$ cat config.mk
export PLATFORM = sky130hd
export DESIGN_NAME = noekeon_iter
export DESIGN_NICKNAME = d
export VERILOG_FILES = /design/src/rtl/noekeon_pkg.sv /design/src/rtl/noekeon_round.sv /design/src/rtl/noekeon_iter.sv
export SDC_FILE = /design/constraint.sdc
export NUM_CORES = 1
export LEC_CHECK = 0
export CAP_MARGIN = 30
export CORE_MARGIN = 4
export CORE_UTILIZATION = 35
export CTS_CLUSTER_SIZE = 12
export DETAILED_ROUTE_END_ITERATION = 8
export GPL_TIMING_DRIVEN = 1
export PLACE_DENSITY_LB_ADDON = 0.15
export SYNTH_ARGS = -nofsm -noshare
export SYNTH_HDL_FRONTEND = slang
export SYNTH_SLANG_ARGS = --single-unit
$ cat constraint.sdc
create_clock -name clk -period 16.71 [get_ports clk]
set_clock_uncertainty 0.1 [all_clocks]
set_input_delay 5.013 -clock clk [delete_from_list [all_inputs] [get_ports clk]]
set_output_delay 5.013 -clock clk [all_outputs]
set_load 0.05 [all_outputs]
$ cat src/rtl/noekeon_pkg.sv
// Noekeon primitives shared by the iterative core: round transforms, RC stepping,
// FSM encoding. Word i of a block (a_i) lives in bits [32*i +: 32].
package noekeon_pkg;

    typedef logic [3:0][31:0] blk_t;

    typedef enum logic [1:0] {
        S_IDLE = 2'd0,
        S_RUN  = 2'd1,
        S_DONE = 2'd2
    } state_t;

    localparam logic [7:0] RC_ENC_INIT = 8'h80;

    function automatic logic [31:0] rotl(input logic [31:0] x, input int n);
        return (x << n) | (x >> (32 - n));
    endfunction

    function automatic blk_t theta(input blk_t k, input blk_t a);
        blk_t        r;
        logic [31:0] t;
        r    = a;
        t    = r[0] ^ r[2];
        t    = t ^ rotl(t, 8) ^ rotl(t, 24);
        r[1] = r[1] ^ t;
        r[3] = r[3] ^ t;
        r    = r ^ k;
        t    = r[1] ^ r[3];
        t    = t ^ rotl(t, 8) ^ rotl(t, 24);
        r[0] = r[0] ^ t;
        r[2] = r[2] ^ t;
        return r;
    endfunction

    function automatic blk_t pi1(input blk_t a);
        return {rotl(a[3], 2), rotl(a[2], 5), rotl(a[1], 1), a[0]};
    endfunction

    function automatic blk_t pi2(input blk_t a);
        return {rotl(a[3], 30), rotl(a[2], 27), rotl(a[1], 31), a[0]};
    endfunction

    function automatic blk_t gamma(input blk_t a);
        blk_t        r;
        logic [31:0] t;
        r    = a;
        r[1] = r[1] ^ (~r[3] & ~r[2]);
        r[0] = r[0] ^ (r[2] & r[1]);
        t    = r[3];
        r[3] = r[0];
        r[0] = t;
        r[2] = r[2] ^ r[0] ^ r[1] ^ r[3];
        r[1] = r[1] ^ (~r[3] & ~r[2]);
        r[0] = r[0] ^ (r[2] & r[1]);
        return r;
    endfunction

    function automatic logic [7:0] xtime(input logic [7:0] x);
        return {x[6:0], 1'b0} ^ (x[7] ? 8'h1B : 8'h00);
    endfunction

    function automatic logic [7:0] inv_xtime(input logic [7:0] x);
        return {1'b0, x[7:1]} ^ (x[0] ? 8'h8D : 8'h00);
    endfunction

    // Decryption walks the RC sequence backwards, so it starts from RC[nround].
    function automatic logic [7:0] rc_dec_init(input int nround);
        logic [7:0] rc;
        rc = RC_ENC_INIT;
        for (int i = 0; i < nround; i++) rc = xtime(rc);
        return rc;
    endfunction

endpackage

$ cat src/rtl/noekeon_round.sv
// One combinational Noekeon round; mode selects where RC enters (before or after Theta).
module noekeon_round
    import noekeon_pkg::*;
(
    input  blk_t       a_in,
    input  blk_t       k,
    input  logic [7:0] rc_in,
    input  logic       mode,
    output blk_t       a_out,
    output logic [7:0] rc_out
);

    blk_t a_mix;

    always_comb begin
        a_mix = a_in;
        if (mode) begin
            a_mix    = theta(k, a_mix);
            a_mix[0] = a_mix[0] ^ {24'd0, rc_in};
        end else begin
            a_mix[0] = a_mix[0] ^ {24'd0, rc_in};
            a_mix    = theta(k, a_mix);
        end
    end

    assign a_out  = pi2(gamma(pi1(a_mix)));
    assign rc_out = mode ? inv_xtime(rc_in) : xtime(rc_in);

endmodule

$ cat src/rtl/noekeon_iter.sv
// Iterative Noekeon encrypt/decrypt (direct-key mode), UNROLL rounds per clock,
// valid/ready handshakes on both sides.
module noekeon_iter
    import noekeon_pkg::*;
#(
    parameter int NROUND = 16,
    parameter int UNROLL = 1
) (
    input  logic         clk,
    input  logic         rst,
    input  logic         in_valid,
    output logic         in_ready,
    input  logic         mode,
    input  logic [127:0] key,
    input  logic [127:0] data_in,
    output logic         out_valid,
    input  logic         out_ready,
    output logic [127:0] data_out
);

    localparam int         NCYC        = NROUND / UNROLL;
    localparam logic [5:0] CNT_LAST    = 6'(NCYC);
    localparam logic [7:0] RC_DEC_INIT = rc_dec_init(NROUND);

    state_t     state, state_nx;
    blk_t       st, wk, fin;
    logic [7:0] rc;
    logic       md;
    logic [5:0] cnt;

    blk_t       chain_a  [UNROLL+1];
    logic [7:0] chain_rc [UNROLL+1];

    assign chain_a[0]  = st;
    assign chain_rc[0] = rc;

    for (genvar g = 0; g < UNROLL; g++) begin : g_round
        noekeon_round u_round (
            .a_in   (chain_a[g]),
            .k      (wk),
            .rc_in  (chain_rc[g]),
            .mode   (md),
            .a_out  (chain_a[g+1]),
            .rc_out (chain_rc[g+1])
        );
    end

    // Output transform mirrors the round's RC/Theta ordering for each direction.
    always_comb begin
        fin = st;
        if (md) begin
            fin    = theta(wk, fin);
            fin[0] = fin[0] ^ {24'd0, rc};
        end else begin
            fin[0] = fin[0] ^ {24'd0, rc};
            fin    = theta(wk, fin);
        end
    end

    always_ff @(posedge clk or posedge rst) begin
        if (rst) state <= S_IDLE;
        else     state <= state_nx;
    end

    always_comb begin
        state_nx  = state;
        in_ready  = 1'b0;
        out_valid = 1'b0;
        case (state)
            S_IDLE: begin
                in_ready = 1'b1;
                if (in_valid) state_nx = S_RUN;
            end
            S_RUN:  if (cnt == CNT_LAST) state_nx = S_DONE;
            S_DONE: begin
                out_valid = 1'b1;
                if (out_ready) state_nx = S_IDLE;
            end
            default: state_nx = S_IDLE;
        endcase
    end

    // cnt counts completed round cycles; the cycle with cnt == NCYC only finalises.
    always_ff @(posedge clk or posedge rst) begin
        if (rst) begin
            st       <= '0;
            wk       <= '0;
            rc       <= '0;
            md       <= 1'b0;
            cnt      <= '0;
            data_out <= '0;
        end else begin
            case (state)
                S_IDLE: if (in_valid) begin
                    st  <= blk_t'(data_in);
                    wk  <= mode ? theta('0, blk_t'(key)) : blk_t'(key);
                    rc  <= mode ? RC_DEC_INIT : RC_ENC_INIT;
                    md  <= mode;
                    cnt <= '0;
                end
                S_RUN: begin
                    if (cnt == CNT_LAST) begin
                        data_out <= fin;
                    end else begin
                        st  <= chain_a[UNROLL];
                        rc  <= chain_rc[UNROLL];
                        cnt <= cnt + 6'd1;
                    end
                end
                default: ;
            endcase
        end
    end

endmodule

* Word level (Yosys, flattened, before mapping)
Index checks and enable logic that the tools add are counted.
Operators by class: muxes and demuxes 21, magnitude comparators 0, eq/ne operators 7, add/sub/neg operators 1, shifts and indexed selects 0, div/mod/pow operators 0, $mul 0, bitwise logic cells 69, reduce and logical (&&, ||, !) cells 6
Operator list (count):
- $xor 32x32->32 | 37
- $mux 128 | 4
- $pmux 128 s2 | 1
- $xor 128x128->128 | 2
- $or 32x24->32 | 6
- $or 32x8->32 | 6
- $and 32x32->32 | 4
- $not 32->32 | 4
- $xor 32x8->32 | 2
- $mux 8 | 4
- $or 32x1->32 | 1
- $or 32x2->32 | 1
- $or 32x27->32 | 1
- $or 32x30->32 | 1
- $or 32x31->32 | 1
- $or 32x5->32 | 1
- $pmux 8 s2 | 1
- $mux 6 | 2
- $pmux 6 s2 | 1
- $ne 2x2->1 const B | 4
- $xor 7x8->8 | 1
- $xor 8x5->8 | 1
- $mux 7 | 1
- $add 6x1->6 const B | 1
- other kinds (11) | 16
Word-level totals: ROM bits 0, word-level logic and storage cells 117, latch bits 0, memories kept 0, register bits 401, bits in writable memories 0

* Longest topological paths before layout
depth in word-level cells 27, depth in mapped cells 14

* Cells and area by module
A second synthesis with hierarchy kept.
Second synthesis, totals: cells, all modules 3071, area, all modules 31460.2 sq um
By module, submodules not included:
- noekeon_iter | cells each 2200, area an instance 23228.5 sq um, instances 1
- noekeon_round | cells each 871, area an instance 8231.6 sq um, instances 1

* Least setup slack after synthesis
OpenSTA, ideal clock, no wires.
kind in2reg, start point in in_valid, end point reg st (netlist bit chain_a[196]), stages 8, library setup time 83 ps, arrival 6469 ps, setup slack 10058 ps, cells stage by stage and2_1 > clkbuf_1 > nor2_1 > clkbuf_1 > clkbuf_1 > clkbuf_1 > nand2_1 > o21ai_0
On the way: cells in the longest elaborated chain, start to end 2
RTL lines:
- from (decl) | line noekeon_iter.sv:11 | input logic in_valid,
- $ne 2x2->1 (no source line)
- $reduce_and 3->1 (no source line)
- to (signal assigned) | line noekeon_iter.sv:95 | st <= blk_t'(data_in);
- to (signal assigned) | line noekeon_iter.sv:105 | st <= chain_a[UNROLL];
- to (decl) | line noekeon_iter.sv:26 | blk_t st, wk, fin;
No other way between the ends. A chain may end at the register's enable or synchronous reset.

* Final worst setup path
start point in in_valid, end point reg st (netlist bit chain_a[170])
Same word-level chain as after synthesis.

==> results.yml <==
worst_hold_path:
  holdPathStages: 2
  min_to: "data_out[14]"
  hp-class: "reg2reg"
  min_from: "data_out[14]"
yosys:
  synthArstFlopShare_pct: 100.0
  ys_seq_elements: 401
  synth.net_count: 3086
  synth.distinct_cells: 62
  ys_seq_area_share_pct: 38.21
  synthCells: 2791
  syn_area_um2: 26260
  avgSynthCellArea_um2: 9.410
  synth_edf_count: 0
  synth_flop_cell: "dfrtp_1"
  ys.warnings.count: 0
floorplan:
  die_area_um2: 79490
  coreArea_um2: 74450
  die_width_um: 281.9
  ios: 391
  start_util_pct: 35.28
  die_h_um: 281.9
  rows: 100
setup_path:
  reg2reg_depth: 10
  worst_setup_path_start_kind: "primary input"
  worstReg2RegEnd: "chain_a[130]"
  rr_startpoint: "wk[53]"
  r2r_setup_slack_ns: 12.36
  crit_type: "in2reg"
  cp-end-kind: "register"
  crit_fanout: 72
  cp.arrival_ns: 8.03
  crit_required_ns: 17.15
place:
  dp.cells: 4049
  gp_congestion: 0.9920
  place_ws_ns: 8.583
  dp.final_hpwl_um: 83830
  io_buffers: 390
cts:
  post_cts_resized: 0
  post_cts_buffers: 0
  cts_made_buffers: 48
  worstSkewPairLatency_ns: 0.60
  cts-hold-fix-buffers: 0
  clk_path_buf_depth: 3
  htree_num_levels: 2
  cts_root_buffer: "clkbuf_16"
  cts.sinks: 401
  clkTransAtPathRegs_ns: 0.06
  cts_tree: "done"
drt:
  drt-initial-drc-count: 1820
  wl_per_cell_um: 25.31
  drc: 0
  wl_um: 104700
  dr.pass1.iters: 5
  postRouteAntennaNets: 0
  vias_per_cell: 5.166
  num_vias: 21377
finish:
  final_cell_mix: "xnor2_1, dfrtp_1, nand2_1"
  final_common_cell: "xnor2_1"
  multi_input_area_um2: 15720
  layoutNonFillerInstCount: 4138
  final_util_pct: 44.14
  nNetsFinal: 3426
  layout-drive-gt1-share_pct: 5.715
  synthToLayoutAreaGrowth_pct: 25.13
  fill_cells: 7100
  seq_area_um2: 10030
timing:
  finalCritPeriodShare_pct: 45.41
  clock.fmax_ghz: 0.1318
  setup_viol: 0
  finalCriticalPeriod_ns: 7.588
  grt_setup_unrepaired: "false"
  worst_pin_slew_ns: 1.078
  maxSlewHeadroom_pct: 27.65
  hold_viol: 0
  maxSlewViolCount: 0
  fin_setup_tns_ns: 0
  setup_slack_ns: 9.122
grt:
  grt_overflow_total: 0
  grt_max_degree: 165
  grt_usage_pct: 25.74
  grt_pass1_wl_um: 147500
  antenna_found_initial: 1
  grt_pass1_vias: 20998
job:
  cap_viol_max_count: 0
outcome:
  run_status: "finished, final reports clean"
## sequential cells by signal, summed over array words and instances (netlist names)
| signal | flops |
|---|---|
| chain_a | 128 |
| data_out | 128 |
| wk | 128 |
| rc | 8 |
| cnt | 6 |
| state | 2 |
| md | 1 |
## synthesized netlist by cell type (2+ instances only)
cell	n	area share [%]
o31ai_1	9	0.26
clkbuf_1	110	1.6
nand2b_1	8	0.19
xnor2_2	18	1.1
o21ai_1	6	0.11
a2bb2oi_1	2	0.067
o21a_1	2	0.057
nand3_1	30	0.57
nor2_1	155	2.2
a221o_1	3	0.11
xnor2_1	485	16
a22oi_1	11	0.31
and3_1	14	0.33
xor3_1	8	0.72
a21oi_1	142	2.7
xnor3_1	33	2.8
a21o_1	4	0.11
xor2_1	358	12
nand2_1	396	5.7
nor4_1	2	0.048
or4_1	2	0.057
o21ai_0	334	6.4
dfrtp_1	401	38
and2_1	2	0.048
nor3_1	9	0.17
a211oi_1	9	0.26
o21bai_1	3	0.086
xor2_2	7	0.43
mux2i_1	5	0.19
nand4_1	3	0.071
a221oi_1	2	0.067
o22ai_1	16	0.38
a31oi_1	8	0.19
ha_1	34	1.6
mux2_2	37	1.6
buf_1	13	0.19
inv_1	24	0.34
o211ai_1	6	0.17
nor2b_1	30	0.71
xor3_2	3	0.29
or3_1	21	0.50
o221ai_1	6	0.20
## cells by family (layout without fill, tap and decap cells)
family,count (synthesis),in the layout,synth area share [%]
buffers and inverters,149,525,2.134
other,0,2,0
XOR/XNOR,914,914,33.70
AO/OA/AOI/OAI,573,573,11.80
multiplexers,43,43,1.820
adder cells (fa/ha/maj),34,34,1.620
flip-flops,401,401,38.21
AND/OR/NAND/NOR,677,677,10.72
## layout make-up
cell class | instances | share of cell area, %
inverters | 25 | 0.3122
multi-input cells | 2241 | 47.82
clock buffers | 68 | 4.283
repair buffers | 414 | 12.63
flip-flops and latches | 401 | 30.53
well taps | 969 | 3.689
clock inverters | 18 | 0.7082
diodes | 2 | 0.01523
## critical path, stage by stage
cell             delay, ns
clkdlybuf4s50_1       0.46
and2_1                0.17
buf_4                 0.29
nor2_4                0.18
buf_4                 0.64
buf_4                 0.80
a21oi_1               0.07
o21ai_0               0.11
o21a_1                0.15
## stage by stage
step	area, um^2	hold WS [ns]
6_report	32860	0.3787
5_1_grt	32860	0.3925
4_1_cts	32830	0.3835
3_5_place_dp	31190	0.3705
3_3_place_gp	31130	0.3686
2_1_floorplan	26260	0.3596
## layer usage
layer	global-route usage [%]	routed length, um	up-vias
met5	0	0	-
met4	8.365	3866	0
met3	4.902	8323	152
met2	40.47	46930	886
met1	35.90	45630	10436
li1	-	-	9903
## worst max-delay path by stage
stage	start	to	slack, ns
finish	in_valid	chain_a[170]	9.12
floorplan	rst	chain_a[128]	0.44
global route	in_valid	chain_a[167]	8.95
CTS	in_valid	chain_a[194]	9.19
detailed placement	in_valid	chain_a[170]	8.58
global placement	rst	wk[123]	8.56
Power is left out: the tool's default activity adds up to more than one toggle a clock period on the data nets, which glitch-free logic cannot reach.
